[src/rtl/sram_axi_bridge_pkg.sv]
// Shared definitions for the SRAM-style to AXI bridge: FSM states, access
// size codes and the fixed AXI burst attributes used for single beats.
package sram_axi_bridge_pkg;

    typedef enum logic [2:0] {
        S_IDLE    = 3'd0,
        S_RD_ADDR = 3'd1,
        S_RD_DATA = 3'd2,
        S_WR_ADDR = 3'd3,
        S_WR_RESP = 3'd4
    } bridge_state_t;

    localparam logic [1:0] SIZE_BYTE = 2'd0;
    localparam logic [1:0] SIZE_HALF = 2'd1;
    localparam logic [1:0] SIZE_WORD = 2'd2;

    localparam logic [1:0] AXI_BURST_INCR = 2'b01;
    localparam logic [7:0] AXI_LEN_SINGLE = 8'd0;

    function automatic logic [2:0] axi_size(input logic [1:0] size);
        return {1'b0, size};
    endfunction

endpackage

[src/rtl/sram_axi_bridge_if.sv]
// AXI bus between the bridge (master) and the memory system (slave).
// Every channel uses valid/ready: a beat transfers on the rising edge where both are high.
interface sram_axi_bridge_if;

    logic [3:0]  arid;
    logic [31:0] araddr;
    logic [7:0]  arlen;
    logic [2:0]  arsize;
    logic [1:0]  arburst;
    logic        arvalid;
    logic        arready;

    logic [3:0]  rid;
    logic [31:0] rdata;
    logic [1:0]  rresp;
    logic        rlast;
    logic        rvalid;
    logic        rready;

    logic [3:0]  awid;
    logic [31:0] awaddr;
    logic [7:0]  awlen;
    logic [2:0]  awsize;
    logic [1:0]  awburst;
    logic        awvalid;
    logic        awready;

    logic [31:0] wdata;
    logic [3:0]  wstrb;
    logic        wlast;
    logic        wvalid;
    logic        wready;

    logic [3:0]  bid;
    logic [1:0]  bresp;
    logic        bvalid;
    logic        bready;

    modport master (
        output arid, araddr, arlen, arsize, arburst, arvalid,
        input  arready,
        input  rid, rdata, rresp, rlast, rvalid,
        output rready,
        output awid, awaddr, awlen, awsize, awburst, awvalid,
        input  awready,
        output wdata, wstrb, wlast, wvalid,
        input  wready,
        input  bid, bresp, bvalid,
        output bready
    );

    modport slave (
        input  arid, araddr, arlen, arsize, arburst, arvalid,
        output arready,
        output rid, rdata, rresp, rlast, rvalid,
        input  rready,
        input  awid, awaddr, awlen, awsize, awburst, awvalid,
        output awready,
        input  wdata, wstrb, wlast, wvalid,
        output wready,
        output bid, bresp, bvalid,
        input  bready
    );

endinterface

[src/rtl/sram_axi_bridge_wstrb_gen.sv]
// Byte-lane write strobe from access size and the low address bits.
module wstrb_gen
    import sram_axi_bridge_pkg::*;
(
    input  logic [1:0] size,
    input  logic [1:0] addr_lo,
    output logic [3:0] wstrb
);

    always_comb begin
        wstrb = 4'b1111;
        case (size)
            SIZE_BYTE: wstrb = 4'b0001 << addr_lo;
            SIZE_HALF: wstrb = addr_lo[1] ? 4'b1100 : 4'b0011;
            default:   wstrb = 4'b1111;
        endcase
    end

endmodule

[src/rtl/sram_axi_bridge.sv]
// SRAM-style instruction/data request ports onto a single-beat AXI master,
// one transaction in flight, data requests take priority over instruction fetches.
module sram_axi_bridge
    import sram_axi_bridge_pkg::*;
#(
    parameter logic [3:0] AXI_ID_INST = 4'd0,
    parameter logic [3:0] AXI_ID_DATA = 4'd1
) (
    input  logic          clk,
    input  logic          reset,
    input  logic          inst_req,
    input  logic [31:0]   inst_addr,
    output logic          inst_addr_ok,
    output logic          inst_data_ok,
    output logic [31:0]   inst_rdata,
    input  logic          data_req,
    input  logic          data_wr,
    input  logic [1:0]    data_size,
    input  logic [31:0]   data_addr,
    input  logic [31:0]   data_wdata,
    output logic          data_addr_ok,
    output logic          data_data_ok,
    output logic [31:0]   data_rdata,
    output bridge_state_t state_dbg,
    sram_axi_bridge_if.master axi
);

    bridge_state_t state_q, state_n;
    logic        owner_data_q, owner_data_n;
    logic [31:0] addr_q, addr_n;
    logic [1:0]  size_q, size_n;
    logic [31:0] wdata_q, wdata_n;
    logic        arvalid_q, arvalid_n;
    logic        rready_q, rready_n;
    logic        awvalid_q, awvalid_n;
    logic        wvalid_q, wvalid_n;
    logic        bready_q, bready_n;
    logic        inst_ok_q, inst_ok_n;
    logic        data_ok_q, data_ok_n;
    logic [31:0] rdata_q, rdata_n;
    logic        ok_busy;
    logic        unused_resp;

    // The cycle carrying a data_ok pulse is still part of the finished access.
    assign ok_busy = inst_ok_q | data_ok_q;

    always_ff @(posedge clk or posedge reset) begin
        if (reset) begin
            state_q      <= S_IDLE;
            owner_data_q <= 1'b0;
            addr_q       <= '0;
            size_q       <= '0;
            wdata_q      <= '0;
            arvalid_q    <= 1'b0;
            rready_q     <= 1'b0;
            awvalid_q    <= 1'b0;
            wvalid_q     <= 1'b0;
            bready_q     <= 1'b0;
            inst_ok_q    <= 1'b0;
            data_ok_q    <= 1'b0;
            rdata_q      <= '0;
        end else begin
            state_q      <= state_n;
            owner_data_q <= owner_data_n;
            addr_q       <= addr_n;
            size_q       <= size_n;
            wdata_q      <= wdata_n;
            arvalid_q    <= arvalid_n;
            rready_q     <= rready_n;
            awvalid_q    <= awvalid_n;
            wvalid_q     <= wvalid_n;
            bready_q     <= bready_n;
            inst_ok_q    <= inst_ok_n;
            data_ok_q    <= data_ok_n;
            rdata_q      <= rdata_n;
        end
    end

    always_comb begin
        state_n      = state_q;
        owner_data_n = owner_data_q;
        addr_n       = addr_q;
        size_n       = size_q;
        wdata_n      = wdata_q;
        arvalid_n    = arvalid_q;
        rready_n     = rready_q;
        awvalid_n    = awvalid_q;
        wvalid_n     = wvalid_q;
        bready_n     = bready_q;
        inst_ok_n    = 1'b0;
        data_ok_n    = 1'b0;
        rdata_n      = rdata_q;
        inst_addr_ok = 1'b0;
        data_addr_ok = 1'b0;

        case (state_q)
            S_IDLE: begin
                if (!ok_busy && data_req) begin
                    data_addr_ok = 1'b1;
                    owner_data_n = 1'b1;
                    addr_n       = data_addr;
                    size_n       = data_size;
                    wdata_n      = data_wdata;
                    if (data_wr) begin
                        state_n   = S_WR_ADDR;
                        awvalid_n = 1'b1;
                        wvalid_n  = 1'b1;
                    end else begin
                        state_n   = S_RD_ADDR;
                        arvalid_n = 1'b1;
                    end
                end else if (!ok_busy && inst_req) begin
                    inst_addr_ok = 1'b1;
                    owner_data_n = 1'b0;
                    addr_n       = inst_addr;
                    size_n       = SIZE_WORD;
                    wdata_n      = '0;
                    state_n      = S_RD_ADDR;
                    arvalid_n    = 1'b1;
                end
            end
            S_RD_ADDR: begin
                if (axi.arready) begin
                    arvalid_n = 1'b0;
                    rready_n  = 1'b1;
                    state_n   = S_RD_DATA;
                end
            end
            S_RD_DATA: begin
                if (axi.rvalid) begin
                    rready_n = 1'b0;
                    rdata_n  = axi.rdata;
                    if (owner_data_q) data_ok_n = 1'b1;
                    else              inst_ok_n = 1'b1;
                    state_n  = S_IDLE;
                end
            end
            S_WR_ADDR: begin
                // AW and W complete independently; leave only once both have.
                if (axi.awready) awvalid_n = 1'b0;
                if (axi.wready)  wvalid_n  = 1'b0;
                if (!awvalid_n && !wvalid_n) begin
                    bready_n = 1'b1;
                    state_n  = S_WR_RESP;
                end
            end
            S_WR_RESP: begin
                if (axi.bvalid) begin
                    bready_n  = 1'b0;
                    data_ok_n = 1'b1;
                    state_n   = S_IDLE;
                end
            end
            default: state_n = S_IDLE;
        endcase
    end

    wstrb_gen u_wstrb_gen (
        .size    (size_q),
        .addr_lo (addr_q[1:0]),
        .wstrb   (axi.wstrb)
    );

    assign axi.arid    = owner_data_q ? AXI_ID_DATA : AXI_ID_INST;
    assign axi.araddr  = addr_q;
    assign axi.arlen   = AXI_LEN_SINGLE;
    assign axi.arsize  = axi_size(size_q);
    assign axi.arburst = AXI_BURST_INCR;
    assign axi.arvalid = arvalid_q;
    assign axi.rready  = rready_q;
    assign axi.awid    = AXI_ID_DATA;
    assign axi.awaddr  = addr_q;
    assign axi.awlen   = AXI_LEN_SINGLE;
    assign axi.awsize  = axi_size(size_q);
    assign axi.awburst = AXI_BURST_INCR;
    assign axi.awvalid = awvalid_q;
    assign axi.wdata   = wdata_q;
    assign axi.wlast   = 1'b1;
    assign axi.wvalid  = wvalid_q;
    assign axi.bready  = bready_q;

    assign inst_data_ok = inst_ok_q;
    assign data_data_ok = data_ok_q;
    assign inst_rdata   = rdata_q;
    assign data_rdata   = rdata_q;
    assign state_dbg    = state_q;

    // Response codes and IDs carry nothing this bridge acts on.
    assign unused_resp = ^{axi.rid, axi.rresp, axi.rlast, axi.bid, axi.bresp};

endmodule

[src/flat_wrapper.sv]
// flat-port wrapper written by rule: the top's interface ports become plain ports
module sram_axi_bridge_flat import sram_axi_bridge_pkg::*;
#(
    parameter logic [3:0] AXI_ID_INST = 4'd0,
    parameter logic [3:0] AXI_ID_DATA = 4'd1
)
  (clk, reset, inst_req, inst_addr, inst_addr_ok, inst_data_ok, inst_rdata, data_req, data_wr, data_size, data_addr, data_wdata, data_addr_ok, data_data_ok, data_rdata, state_dbg, axi_arid, axi_araddr, axi_arlen, axi_arsize, axi_arburst, axi_arvalid, axi_arready, axi_rid, axi_rdata, axi_rresp, axi_rlast, axi_rvalid, axi_rready, axi_awid, axi_awaddr, axi_awlen, axi_awsize, axi_awburst, axi_awvalid, axi_awready, axi_wdata, axi_wstrb, axi_wlast, axi_wvalid, axi_wready, axi_bid, axi_bresp, axi_bvalid, axi_bready);
  sram_axi_bridge_if axi_i ();
  input  logic clk;
  input  logic reset;
  input  logic inst_req;
  input  logic [31:0] inst_addr;
  output logic inst_addr_ok;
  output logic inst_data_ok;
  output logic [31:0] inst_rdata;
  input  logic data_req;
  input  logic data_wr;
  input  logic [1:0] data_size;
  input  logic [31:0] data_addr;
  input  logic [31:0] data_wdata;
  output logic data_addr_ok;
  output logic data_data_ok;
  output logic [31:0] data_rdata;
  output bridge_state_t state_dbg;
  output wire logic [$bits(axi_i.arid)-1:0] axi_arid;
  output wire logic [$bits(axi_i.araddr)-1:0] axi_araddr;
  output wire logic [$bits(axi_i.arlen)-1:0] axi_arlen;
  output wire logic [$bits(axi_i.arsize)-1:0] axi_arsize;
  output wire logic [$bits(axi_i.arburst)-1:0] axi_arburst;
  output wire logic [$bits(axi_i.arvalid)-1:0] axi_arvalid;
  input wire logic [$bits(axi_i.arready)-1:0] axi_arready;
  input wire logic [$bits(axi_i.rid)-1:0] axi_rid;
  input wire logic [$bits(axi_i.rdata)-1:0] axi_rdata;
  input wire logic [$bits(axi_i.rresp)-1:0] axi_rresp;
  input wire logic [$bits(axi_i.rlast)-1:0] axi_rlast;
  input wire logic [$bits(axi_i.rvalid)-1:0] axi_rvalid;
  output wire logic [$bits(axi_i.rready)-1:0] axi_rready;
  output wire logic [$bits(axi_i.awid)-1:0] axi_awid;
  output wire logic [$bits(axi_i.awaddr)-1:0] axi_awaddr;
  output wire logic [$bits(axi_i.awlen)-1:0] axi_awlen;
  output wire logic [$bits(axi_i.awsize)-1:0] axi_awsize;
  output wire logic [$bits(axi_i.awburst)-1:0] axi_awburst;
  output wire logic [$bits(axi_i.awvalid)-1:0] axi_awvalid;
  input wire logic [$bits(axi_i.awready)-1:0] axi_awready;
  output wire logic [$bits(axi_i.wdata)-1:0] axi_wdata;
  output wire logic [$bits(axi_i.wstrb)-1:0] axi_wstrb;
  output wire logic [$bits(axi_i.wlast)-1:0] axi_wlast;
  output wire logic [$bits(axi_i.wvalid)-1:0] axi_wvalid;
  input wire logic [$bits(axi_i.wready)-1:0] axi_wready;
  input wire logic [$bits(axi_i.bid)-1:0] axi_bid;
  input wire logic [$bits(axi_i.bresp)-1:0] axi_bresp;
  input wire logic [$bits(axi_i.bvalid)-1:0] axi_bvalid;
  output wire logic [$bits(axi_i.bready)-1:0] axi_bready;
  assign axi_arid = axi_i.arid;
  assign axi_araddr = axi_i.araddr;
  assign axi_arlen = axi_i.arlen;
  assign axi_arsize = axi_i.arsize;
  assign axi_arburst = axi_i.arburst;
  assign axi_arvalid = axi_i.arvalid;
  assign axi_i.arready = axi_arready;
  assign axi_i.rid = axi_rid;
  assign axi_i.rdata = axi_rdata;
  assign axi_i.rresp = axi_rresp;
  assign axi_i.rlast = axi_rlast;
  assign axi_i.rvalid = axi_rvalid;
  assign axi_rready = axi_i.rready;
  assign axi_awid = axi_i.awid;
  assign axi_awaddr = axi_i.awaddr;
  assign axi_awlen = axi_i.awlen;
  assign axi_awsize = axi_i.awsize;
  assign axi_awburst = axi_i.awburst;
  assign axi_awvalid = axi_i.awvalid;
  assign axi_i.awready = axi_awready;
  assign axi_wdata = axi_i.wdata;
  assign axi_wstrb = axi_i.wstrb;
  assign axi_wlast = axi_i.wlast;
  assign axi_wvalid = axi_i.wvalid;
  assign axi_i.wready = axi_wready;
  assign axi_i.bid = axi_bid;
  assign axi_i.bresp = axi_bresp;
  assign axi_i.bvalid = axi_bvalid;
  assign axi_bready = axi_i.bready;
  sram_axi_bridge #(.AXI_ID_INST(AXI_ID_INST), .AXI_ID_DATA(AXI_ID_DATA)) u_core (.clk(clk), .reset(reset), .inst_req(inst_req), .inst_addr(inst_addr), .inst_addr_ok(inst_addr_ok), .inst_data_ok(inst_data_ok), .inst_rdata(inst_rdata), .data_req(data_req), .data_wr(data_wr), .data_size(data_size), .data_addr(data_addr), .data_wdata(data_wdata), .data_addr_ok(data_addr_ok), .data_data_ok(data_data_ok), .data_rdata(data_rdata), .state_dbg(state_dbg), .axi(axi_i));
endmodule
[config.mk]
export PLATFORM = sky130hd
export DESIGN_NAME = sram_axi_bridge_flat
export DESIGN_NICKNAME = d
export VERILOG_FILES = /design/src/rtl/sram_axi_bridge_pkg.sv /design/src/rtl/sram_axi_bridge_if.sv /design/src/rtl/sram_axi_bridge_wstrb_gen.sv /design/src/rtl/sram_axi_bridge.sv /design/src/flat_wrapper.sv
export SDC_FILE = /design/constraint.sdc
export NUM_CORES = 1
export LEC_CHECK = 0
export CAP_MARGIN = 20
export CORE_AREA = 2 2 143 145
export CTS_BUF_LIST = sky130_fd_sc_hd__clkbuf_16
export DETAILED_ROUTE_END_ITERATION = 12
export DIE_AREA = 0 0 145 147
export PLACE_DENSITY = 0.76
export REMOVE_ABC_BUFFERS = 1
export SKIP_LAST_GASP = 1
export SYNTH_ARGS = -nofsm -noshare
export SYNTH_HDL_FRONTEND = slang
export SYNTH_HIERARCHICAL = 1
export SYNTH_SLANG_ARGS = --single-unit
[constraint.sdc]
create_clock -name clk -period 3.86 [get_ports clk]
set_input_delay 1.158 -clock clk [delete_from_list [all_inputs] [get_ports clk]]
set_output_delay 1.158 -clock clk [all_outputs]
set_load 0.02 [all_outputs]
## After elaboration in Yosys (flattened, before gate mapping)

Index checks and enable logic that the tools add are counted.

| storage, ports and cells | value |
|---|---|
| logic and storage cells | 98 |
| output and inout bits | 211 |
| bits in registers | 109 |

| operators by class | value |
|---|---|
| eq/ne operators | 13 |
| reductions and logical operators | 20 |
| multiplexer cells | 50 |
| shifts and indexed selects | 1 |
| bitwise logic cells | 1 |

Operators with widths:

| operator | number |
|---|---|
| 32-bit two-way mux | 4 |
| 1-bit two-way mux | 28 |
| 3-bit two-way mux | 6 |
| 3-bit one-hot mux with 5 select lines | 1 |
| 1-bit one-hot mux with 2 select lines | 6 |
| 2-bit nonzero test | 5 |
| 3-bit AND reduction | 3 |
| 2-bit != test (second input constant) | 4 |
| 4-bit one-hot mux with 2 select lines | 1 |
| 3-bit by 2-bit == test with 1-bit output (second input constant) | 2 |
| 2-bit two-way mux | 3 |
| 5-bit AND reduction | 1 |
| 4-bit two-way mux | 1 |
| 2-bit by 1-bit != test with 1-bit output (second input constant) | 2 |
| 2-bit AND reduction | 2 |
| 4-bit AND reduction | 1 |
| 1-bit by 2-bit left shift with 4-bit output (first input constant) | 1 |
| 3-bit by 1-bit == test with 1-bit output (second input constant) | 1 |
| 3-bit == test (second input constant) | 1 |
| 1-bit logical AND | 3 |
| 1-bit logical NOT | 3 |
| 3-bit logical NOT | 1 |
| 3-bit by 1-bit != test with 1-bit output (second input constant) | 1 |
| 3-bit != test (second input constant) | 1 |
| 3 further kinds | 3 |

## Depth between registers and ports, before layout

Gate-level depths: netlist (run 1).

| depth | value |
|---|---|
| depth after elaboration | 6 |
| gate-level depth with buffers | 6 |
| depth with buffers taken out | 3 |

## By module

The synthesis (run 1) kept the hierarchy.

Modules (own cells, without submodules):

| module | times used | cells each | area each (µm²) | sequential area each (µm²) |
|---|---|---|---|---|
| sram_axi_bridge | 1 | 411 | 5,361.4 | 2,727.6 |
| wstrb_gen | 1 | 7 | 43.8 | 0.0 |

## Worst setup path after synthesis (run 1)

No wires, ideal clock.

| timing | value |
|---|---|
| kind | input to output |
| from | input data_req |
| to | output data_addr_ok |
| setup slack | 0.782 ns |
| arrival | 1.920 ns |
| path buffers | 2 |
| stages on the path | 4 |
| cell sequence | nor3b_2 and2_1 buf_4 buf_4 |

| on the way | value |
|---|---|
| longest elaborated chain between the ends | 3 |

RTL lines:

| item | RTL line | source |
|---|---|---|
| start: declaration | flat_wrapper.sv:16 | `input logic data_req;` |
| 1-bit logical AND | sram_axi_bridge.sv:98 | `if (!ok_busy && data_req) begin` |
| 1-bit two-way mux | sram_axi_bridge.sv:98 |  |
| 1-bit two-way mux | sram_axi_bridge.sv:96 | `case (state_q)` |
| end: declaration | flat_wrapper.sv:21 | `output logic data_addr_ok;` |

Every way passes these cells.

## Worst setup path in the final report (run 1)

| timing | value |
|---|---|
| from | input inst_req |
| to | output inst_addr_ok |

| on the way | value |
|---|---|
| longest elaborated chain between the ends | 4 |

RTL lines:

| item | RTL line | source |
|---|---|---|
| start: declaration | flat_wrapper.sv:11 | `input logic inst_req;` |
| 1-bit logical AND | sram_axi_bridge.sv:112 | `end else if (!ok_busy && inst_req) begin` |
| 1-bit two-way mux | sram_axi_bridge.sv:112 |  |
| 1-bit two-way mux | sram_axi_bridge.sv:98 |  |
| 1-bit two-way mux | sram_axi_bridge.sv:96 |  |
| end: declaration | flat_wrapper.sv:13 | `output logic inst_addr_ok;` |

Every way passes these cells.

==> results.tsv, run 1 <==
stage	metric	value	unit
clock_network	cts-root-buf	clkbuf_16	
grt	grt_use_total	0.135	
layout	fin_util	0.432	
layout	n_fill_cell	1847	
logic_synthesis	synth-compound-area-share	0.0859	
sta	drv_slew	0	
placement	io_buffers	320	
drt	vias_per_cell	4.27	
sta	timing.slew.headroom	0.515	
grt	overflow	0	
drt	antenna_left	0	
clock_network	cts-hold-fix-buffers	0	
layout	diodes	0	
sta	period_share	0.939	
grt	first_global_vias	4066	
clock_network	post_cts_buffers	0	
outcome	status	finished, final reports clean	
sta	finClkSkew	0.00918	ns
clock_network	cts_buffers	9	
floorplan	die_h	147	um
sta	setup_viol	0	
drt	wl	14.7	mm
power	p_leak	3.58	nW
logic_synthesis	syn_area_per_cell	12.9	sq um
logic_synthesis	ys_warn_count	6	
layout	multi_input_area	1890	sq um
power	ir_worst_vdd	0.000400	V
logic_synthesis	synthMuxAreaShare	0.204	
logic_synthesis	async_flop_share	1.00	
drt	drc	0	
logic_synthesis	synth_top_family_by_area	multiplexers	
grt	antenna_found_initial	0	
logic_synthesis	synth_xor_area_frac	0	
placement	gp_congestion	0.761	
job	max_cap_violations	0	
floorplan	placeableCoreArea	19800	sq um
logic_synthesis	ys_types	35	
clock_network	cts_tree	yes	
sta	clock.fmax	0.276	GHz
grt	grt_max_degree	54	
floorplan	start_util	0.272	
floorplan	die_w	145	um
logic_synthesis	synthSimpleGateAreaFrac	0.0363	
logic_synthesis	synth_area_leaders	dfrtp_1, buf_4, mux2_2, mux2_1, a22o_1	
layout	area_growth	58.7	%
clock_network	cts_max_path_buffers	2	
logic_synthesis	ys_ff_latch	109	
layout	seqCellArea	2730	sq um
sta	worst_pin_slew	0.718	ns
setup_path	cp-end-kind	output port	
power	power	7.55	mW
drt	vias	4033	
clock_network	cts.clk_slew.worst_paths	0.08	ns
setup_path	critPathMaxFanout	2	
drt	drt_pass1_iterations	4	
power	powerDensity	880	nW/um^2
logic_synthesis	synth_ff_type	dfrtp_1	
placement	hpwl	11.0	mm
sta	period_needed	3.62	ns
logic_synthesis	synthAdderAreaFrac	0	
sta	rsz0062_at_grt	no	
logic_synthesis	ys_seq_area_frac	0.505	
floorplan	die_area	21300	sq um
layout	drive_gt1_frac	0.148	
setup_path	crit_type	in -> out	
logic_synthesis	synth_top_cell_by_area	dfrtp_1	
drt	routedWlPerCell	15.5	um
placement	placed_area	8290	sq um
setup_path	critical_path_required	2.70	ns
layout	fin_nets	822	
clock_network	clkSinkCount	109	
clock_network	clkLatencyLatePin	0.35	ns
setup_path	cp-start-kind	input port	
grt	grt_pass1_wl	22.9	mm
layout	finalInstanceArea	8580	sq um
min_path	hold_path.class	reg -> reg	
clock_network	cts-resized-gates	0	
logic_synthesis	synthCells	418	
logic_synthesis	synth_area	5410	sq um
sta	hold-worst-slack	0.500	ns
setup_path	critPathArrivalTime	2.46	ns
clock_network	h-tree-depth	3	
drt	drt_iter0_drc	106	
logic_synthesis	synth_edf_count	0	
sta	finalHoldViolCount	0	
floorplan	io_pins	364	
floorplan	num_rows	52	
logic_synthesis	yosysTopAreaCellShare	0.505	
-- critical path: stages --
cell and delay [ns]:
clkdlybuf4s50_1 0.48, nand3_1 0.10, nor2_1 0.11, clkdlybuf4s50_1 0.62
-- synthesized netlist by cell type (2+ instances only) --
cell type    n
o21ai_0      4
mux2_2      61
o21bai_1     4
buf_2        4
buf_4      105
mux2_1      29
a21oi_1      4
dfrtp_1    109
buf_6        6
a22o_1      33
nand3b_1     2
nand2b_1     4
inv_1        5
nor4bb_1     2
nor2b_1      5
o41ai_1      2
nor2_1       7
nand2_1      3
mux2_4       6
nand3_1      3
conb_1       2
o2bb2ai_1    2
clkbuf_1     3
a32o_1       2
-- path summary, 6_finish.rpt --
kind / from / slack (ns) / cells after the start / end
min reg2reg: u_core/axi.wdata[15] / 0.50 / 1 / u_core/axi.wdata[15]
min in group asynchronous: reset / 1.27 / 2 / u_core/data_rdata[24]
max reg2reg: u_core/data_data_ok / 1.90 / 4 / u_core/axi.araddr[6]
min: u_core/axi.wdata[15] / 0.50 / 1 / u_core/axi.wdata[15]
max: inst_req / 0.24 / 4 / inst_addr_ok
max in group asynchronous: reset / 1.92 / 3 / u_core/axi.wdata[26]
-- metrics by stage --
step | setup TNS [ns] | setup slack, ns | cells
global route | 0 | 0.186 | 944
floorplan | -19.45 | -0.712 | 328
finish | 0 | 0.237 | 944
global placement | 0 | 0.232 | 928
detailed placement | 0 | 0.229 | 928
CTS | 0 | 0.227 | 944
-- registers in the layout (all words and copies together) (netlist names) --
register             count
u_core/size_q            2
u_core/state_dbg         3
u_core/axi.araddr       32
u_core/axi.rready        1
u_core/axi.wvalid        1
u_core/axi.bready        1
u_core/axi.awvalid       1
u_core/axi.arvalid       1
u_core/inst_data_ok      1
u_core/data_rdata       32
u_core/data_data_ok      1
u_core/axi.wdata        32
u_core/owner_data_q      1
-- cell type report --
| class | count | area share |
|---|---|---|
| Clock inverter | 7 | 0.00686 |
| Inverter | 5 | 0.00248 |
| Clock buffer | 9 | 0.0263 |
| Multi-Input combinational cell | 214 | 0.221 |
| Tap cell | 270 | 0.0394 |
| Timing Repair Buffer | 330 | 0.386 |
| Sequential cell | 109 | 0.318 |
-- cell families after synthesis --
| logic type | Yosys count |
|---|---|
| buffers and inverters | 123 |
| flip-flops | 109 |
| multiplexers | 96 |
| AO/OA/AOI/OAI | 57 |
| AND/OR/NAND/NOR | 31 |
| other | 2 |
-- routing by layer --
layer / up-vias / global-route usage / routed length, um / part of all wire
li1: 1831 / - / - / -
met1: 2012 / 0.168 / 6060 / 0.41
met2: 178 / 0.232 / 7480 / 0.51
met3: 12 / 0.0298 / 881 / 0.060
met4: 0 / 0.0460 / 255 / 0.017
met5: - / 0 / 0 / 0
-- cell usage in the layout, fill, tap and decap left out, drive strengths merged, types with 3 or more instances in the layout --
master         netlist  final
a21oi                4      4
a22o                33     33
buf                115     11
clkbuf               3      9
clkdlybuf4s50        0    319
conb                 2     30
dfrtp              109    109
inv                  5      9
mux2                96     96
nand2                3      3
nand2b               4      4
nand3                3      3
nand3b               3      3
nor2                 7      7
nor2b                5      5
o21ai                4      4
o21bai               4      4
-- where the power goes --
part           internal [mW]  total (mW)  switching [mW]
Combinational           2.36        4.49            2.14
Sequential              1.69        2.16           0.471
Clock                  0.449       0.898           0.450
Total                   4.49        7.55            3.06
Power figures use the tool's default switching activity.
==> run 2, diff against run 1 <==
Settings changed: CORE_AREA 2 2 143 145 to 4 4 141 143, PLACE_DENSITY 0.76 to 0.79.
==> results.tsv, run 2 (synthesis gave the netlist of run 1 again) <==
stage	metric	value	unit	change
outcome	status	finished, final reports clean		
clock_network	post_cts_buffers	0		unchanged
floorplan	io_pins	364		unchanged
placement	hpwl	12.1	mm	+10%
layout	diodes	0		unchanged
setup_path	worstSetupStartpoint	inst_req		
placement	gp_congestion	0.728		-4.3%
setup_path	critical_path_required	2.70	ns	about the same
clock_network	clkSinkCount	109		unchanged
setup_path	crit_type	in -> out		
clock_network	cts-root-buf	clkbuf_16		
setup_path	cp-start-kind	input port		
clock_network	cts_buffers	9		unchanged
power	sequentialPowerShare	0.286		about the same
drt	wl	15.7	mm	+7.1%
clock_network	h-tree-depth	3		unchanged
placement	io_buffers	320		unchanged
setup_path	reg2reg_slack	1.93	ns	+0.03 ns
grt	first_global_vias	4344		+6.8%
setup_path	cp-end-kind	output port		
power	netSwitchingPower	3.09	mW	+1.0%
floorplan	num_rows	50		-3.8%
grt	grt_pass1_wl	24.4	mm	+6.7%
floorplan	placeableCoreArea	18600	sq um	-6.4%
clock_network	cts.clk_slew.worst_paths	0.07	ns	about the same
grt	antenna_found_initial	1		+1
layout	multi_input_area	1900	sq um	+0.26%
sta	tns	0	ns	unchanged
power	p_sw_frac	0.408		+0.00301
setup_path	critPathArrivalTime	2.49	ns	+0.03 ns
clock_network	cts-resized-gates	0		unchanged
min_path	hold_path.class	reg -> reg		
grt	grt_max_degree	61		+13%
clock_network	cts-hold-fix-buffers	0		unchanged
power	p_leak	3.57	nW	-0.32%
sta	timing.slew.headroom	0.500		-0.0152
sta	period_needed	3.64	ns	+0.0211 ns
layout	seqCellArea	2730	sq um	unchanged
layout	final_cell_mix	clkdlybuf4s50_1, dfrtp_1, mux2_2, a22o_1, conb_1		
sta	drv_slew	0		unchanged
grt	grt_use_total	0.143		+0.00839
drt	vias_per_cell	4.41		+3.2%
drt	drc	0		unchanged
grt	overflow	0		unchanged
drt	antenna_left	0		unchanged
drt	drt_pass1_iterations	4		unchanged
sta	finalHoldViolCount	0		unchanged
power	p_int	4.48	mW	-0.23%
floorplan	die_h	147	um	unchanged
min_path	hold_start	u_core/axi.wdata[14]		
drt	dr_wl_met2	8.31	mm	+11%
sta	period_share	0.944		+0.00546
sta	hold-worst-slack	0.497	ns	-0.00276 ns
clock_network	cts_max_path_buffers	2		unchanged
drt	drt_iter0_drc	132		+25%
layout	fin_nets	819		-0.36%
drt	routedWlPerCell	17.4	um	+12%
setup_path	worstRegToRegCells	4		unchanged
power	power.share.clock	0.119		about the same
job	max_cap_violations	0		unchanged
sta	rsz0062_at_grt	no		
drt	top_layer	met5		
sta	setup_viol	0		unchanged
layout	final_common_cell	clkdlybuf4s50_1		
drt	vias	3992		-1.0%
floorplan	die_w	145	um	unchanged
power	powerDensity	889	nW/um^2	+1.0%
setup_path	timing.rr.start	u_core/state_dbg[1]		
floorplan	start_util	0.291		+0.0185
layout	drive_gt1_frac	0.145		-0.00381
clock_network	clkLatencyLatePin	0.35	ns	about the same
sta	clock.fmax	0.274	GHz	-0.58%
layout	n_fill_cell	1718		-7.0%
setup_path	reg2reg_to	u_core/data_rdata[31]		
setup_path	critPathMaxFanout	2		unchanged
setup_path	crit_path_end	inst_addr_ok		
sta	worst_pin_slew	0.740	ns	+0.0224 ns
power	ir_worst_vdd	0.000499	V	+25%
clock_network	cts_tree	yes		
layout	area_growth	57.5	%	
floorplan	die_area	21300	sq um	unchanged
drt	drt-met1-wl	6.12	mm	+0.96%
min_path	hold_depth	1		unchanged
drt	wl_met3	1.04	mm	+18%
sta	finClkSkew	0.0113	ns	+0.00215 ns
power	pwr-share-comb	0.594		about the same
==> run 2: layout make-up <==
| cell class | instances | area share |
|---|---|---|
| repair buffers | 327 | 0.387 |
| clock inverters | 7 | 0.00661 |
| multi-input cells | 214 | 0.223 |
| clock buffers | 9 | 0.0265 |
| well taps | 234 | 0.0344 |
| flip-flops and latches | 109 | 0.320 |
| inverters | 5 | 0.00250 |
==> run 2: worst min path at each step <==
stage / slack [ns] / to
after floorplan: 0.57 / u_core/inst_data_ok
after global placement: 0.48 / u_core/axi.wdata[9]
after detailed placement: 0.48 / u_core/axi.wdata[7]
after CTS: 0.50 / u_core/axi.wdata[2]
after global routing: 0.51 / u_core/inst_data_ok
final: 0.50 / u_core/axi.wdata[14]
==> run 2: worst max-delay path: stages <==
cell	delay, ns
clkdlybuf4s50_1	0.49
nand3_1	0.11
nor2_1	0.12
clkdlybuf4s50_1	0.61
==> run 2: stage by stage <==
step | utilization | area [sq um] | setup WS [ns] | power [mW] | std cells
3_5_place_dp | 0.443 | 8230 | 0.226 | 6.72 | 889
5_1_grt | 0.458 | 8510 | 0.173 | 7.97 | 905
3_3_place_gp | 0.443 | 8230 | 0.258 | 6.66 | 889
6_report | 0.458 | 8510 | 0.216 | 7.57 | 905
4_1_cts | 0.458 | 8510 | 0.221 | 7.68 | 905
2_1_floorplan | - | 4620 | -0.712 | 4.31 | 328
==> run 2: power by group through the flow <==
stage / combinational [mW] / clock, mW / sequential [mW]
3_3_place_gp: 4.49 / 0 / 2.18
2_1_floorplan: 1.11 / 0 / 3.20
4_1_cts: 4.55 / 0.943 / 2.18
5_1_grt: 4.71 / 0.993 / 2.26
6_report: 4.50 / 0.904 / 2.17
3_5_place_dp: 4.53 / 0 / 2.19
==> run 2: routing by layer <==
metal / vias to the layer above / track usage
li1: 1833 / -
met1: 1967 / 0.169
met2: 175 / 0.254
met3: 15 / 0.0419
met4: 2 / 0.0413
met5: - / 0
==> run 3, diff against run 2 <==
Settings changed: RECOVER_POWER set to 50, REMOVE_ABC_BUFFERS 1 to unset.
==> results.tsv, run 3 (synthesis gave the netlist of run 1 again) <==
stage	metric	value	unit	change
job	max_cap_violations	1		+1
sta	timing.slew.headroom	-0.0539		-0.554
layout	final_common_cell	clkdlybuf4s50_1		
clock_network	cts.clk_slew.worst_paths	0.07	ns	about the same
power	p_int	4.43	mW	-1.3%
grt	grt_max_degree	110		+80%
setup_path	worstSetupStartpoint	inst_req		
floorplan	die_h	147	um	unchanged
setup_path	cp-start-kind	input port		
grt	grt-busiest-layer	met2		
setup_path	critPathMaxFanout	2		unchanged
sta	finalHoldViolCount	0		unchanged
outcome	violations	capacitance limit, slew limit		
sta	fin_ws	0.210	ns	-0.00622 ns
setup_path	crit_path_end	inst_addr_ok		
layout	area_growth	57.5	%	unchanged
clock_network	clkLatencyLatePin	0.34	ns	about the same
sta	drv_slew	145		+145
grt	overflow	0		unchanged
setup_path	reg2reg_to	u_core/size_q[1]		
grt	grt_pass1_wl	24.3	mm	-0.43%
setup_path	crit_path_top_delay_cell	clkdlybuf4s50_1		
clock_network	cts_max_path_buffers	2		unchanged
drt	antenna_left	0		unchanged
clock_network	cts_tree	yes		
sta	setup_viol	0		unchanged
clock_network	post_cts_buffers	0		unchanged
layout	drive_gt1_frac	0.142		-0.00298
grt	first_global_vias	4309		-0.81%
floorplan	num_rows	50		unchanged
setup_path	timing.rr.start	u_core/state_dbg[2]		
clock_network	clkSinkCount	109		unchanged
layout	fin_nets	820		+0.12%
drt	drt_pass1_iterations	4		unchanged
setup_path	critical_path_required	2.70	ns	about the same
layout	n_fill_cell	1699		-1.1%
layout	diodes	0		unchanged
setup_path	crit_chain	clkdlybuf4s50_1 -> nand3_1 -> nor2_1 -> clkdlybuf4s50_1		
power	ir_worst_vdd	0.000427	V	-14%
clock_network	cts_buffers	9		unchanged
floorplan	io_pins	364		unchanged
layout	finalInstanceArea	8510	sq um	unchanged
drt	routedWlPerCell	17.2	um	-0.92%
sta	clock.fmax	0.274	GHz	-0.17%
placement	hpwl	12.0	mm	-1.5%
grt	gr-usage-met2	0.257		+0.00235
placement	gp_congestion	0.736		+1.1%
floorplan	start_util	0.291		unchanged
sta	worst_pin_slew	1.58	ns	+0.841 ns
drt	drc	0		unchanged
floorplan	die_w	145	um	unchanged
placement	placed_area	8240	sq um	+0.14%
sta	rsz0062_at_grt	no		
grt	grt_use_total	0.142		-0.000978
placement	post-place-ws	-0.0329	ns	-0.258 ns
drt	vias_per_cell	4.40		-0.18%
sta	period_needed	3.65	ns	+0.00622 ns
setup_path	cp-end-kind	output port		
power	netSwitchingPower	3.04	mW	-1.5%
sta	period_share	0.946		+0.00161
min_path	hold_start	u_core/axi.wdata[1]		
setup_path	worstRegToRegCells	4		unchanged
layout	fin_util	0.458		unchanged
sta	hold-worst-slack	0.497	ns	-0.0000120 ns
floorplan	placeableCoreArea	18600	sq um	unchanged
power	pwr-share-comb	0.587		-0.007
grt	antenna_found_initial	0		-1
outcome	status	finished with violations		
setup_path	reg2reg_slack	1.16	ns	-0.77 ns
drt	drt_iter0_drc	94		-29%
power	power.share.clock	0.126		+0.007
layout	final_cell_mix	clkdlybuf4s50_1, dfrtp_1, dlygate4sd3_1, mux2_2, a22o_1		
grt	grtUsageMet3	0.0466		+0.00463
setup_path	max_stage_delay	0.65	ns	+0.04 ns
setup_path	critPathArrivalTime	2.49	ns	about the same
min_path	hold_path.class	reg -> reg		
power	sequentialPowerShare	0.288		+0.002
drt	wl	15.6	mm	-0.92%
clock_network	cts-root-buf	clkbuf_16		
power	p_sw_frac	0.407		-0.000659
clock_network	h-tree-depth	3		unchanged
drt	vias	3985		-0.18%
grt	met1_usage	0.158		-0.0109
sta	finClkSkew	0.0110	ns	-0.000299 ns
power	p_leak	3.61	nW	+1.2%
power	powerDensity	877	nW/um^2	-1.4%
power	power	7.47	mW	-1.4%
floorplan	die_area	21300	sq um	unchanged
placement	io_buffers	320		unchanged
setup_path	crit_top_cell	clkdlybuf4s50_1		
setup_path	crit_type	in -> out		
[run 3: changes by cell type in the layout (fill, tap and decap cells not counted), sizes merged]
cell | before | now
clkdlybuf4s50 | 319 | 256
dlygate4sd3 | 0 | 63
clkinvlp | 1 | 4
inv | 9 | 6
buf | 8 | 6
clkbuf | 9 | 11
clkinv | 2 | 0
bufinv | 0 | 1
dlygate4sd2 | 0 | 1
[run 3: power by group through the flow]
stage,Sequential (mW),Combinational (mW),Clock (mW)
floorplan,2.70,2.23,0
global placement,2.17,4.50,0
detailed placement,2.18,4.55,0
CTS,2.18,4.56,0.981
global route,2.24,4.62,1.03
finish,2.15,4.38,0.939
[run 3: worst min-delay path by stage]
stage                     slack (ns)                    to  depth (start not counted)
after floorplan                 0.45   u_core/inst_data_ok                          1
after global placement          0.48  u_core/axi.wdata[14]                          1
after detailed placement        0.48   u_core/axi.wdata[4]                          1
after CTS                       0.50  u_core/axi.wdata[13]                          1
after global routing            0.52  u_core/axi.wdata[17]                          1
final                           0.50   u_core/axi.wdata[1]                          1
[run 3: timing repair]
item	CTS	global route
hold buffers	0	0
gates resized for setup	1	0
endpoints found under the setup margin	1	0
[run 3: metrics by stage]
| stage | TNS, ns | std cells |
|---|---|---|
| floorplan | 0 | 446 |
| global placement | -0.0293 | 890 |
| detailed placement | -0.0329 | 890 |
| CTS | 0 | 905 |
| global route | 0 | 905 |
| finish | 0 | 905 |
[run 3: worst max-delay path, delay by kind of cell]
family / cells / cell delay [ns]
buffers and inverters: 2 / 1.14
and+or+nand+nor: 2 / 0.19
[run 3: final cells by class]
type / instances / area [sq um] / area share
timing repair buffer: 328 / 3280 / 0.386
sequential: 109 / 2730 / 0.320
multi-input combinational: 214 / 1890 / 0.222
tap: 234 / 293 / 0.0344
clock buffer: 9 / 225 / 0.0265
clock inverter: 6 / 70.1 / 0.00823
inverter: 5 / 22.5 / 0.00265
[run 3: layer usage]
metal / part of all wire / vias up / wire length [um]
met3: 0.084 / 20 / 1310
li1: - / 1838 / -
met2: 0.51 / 198 / 7990
met4: 0.020 / 0 / 307
met1: 0.38 / 1929 / 5980
met5: 0 / - / 0
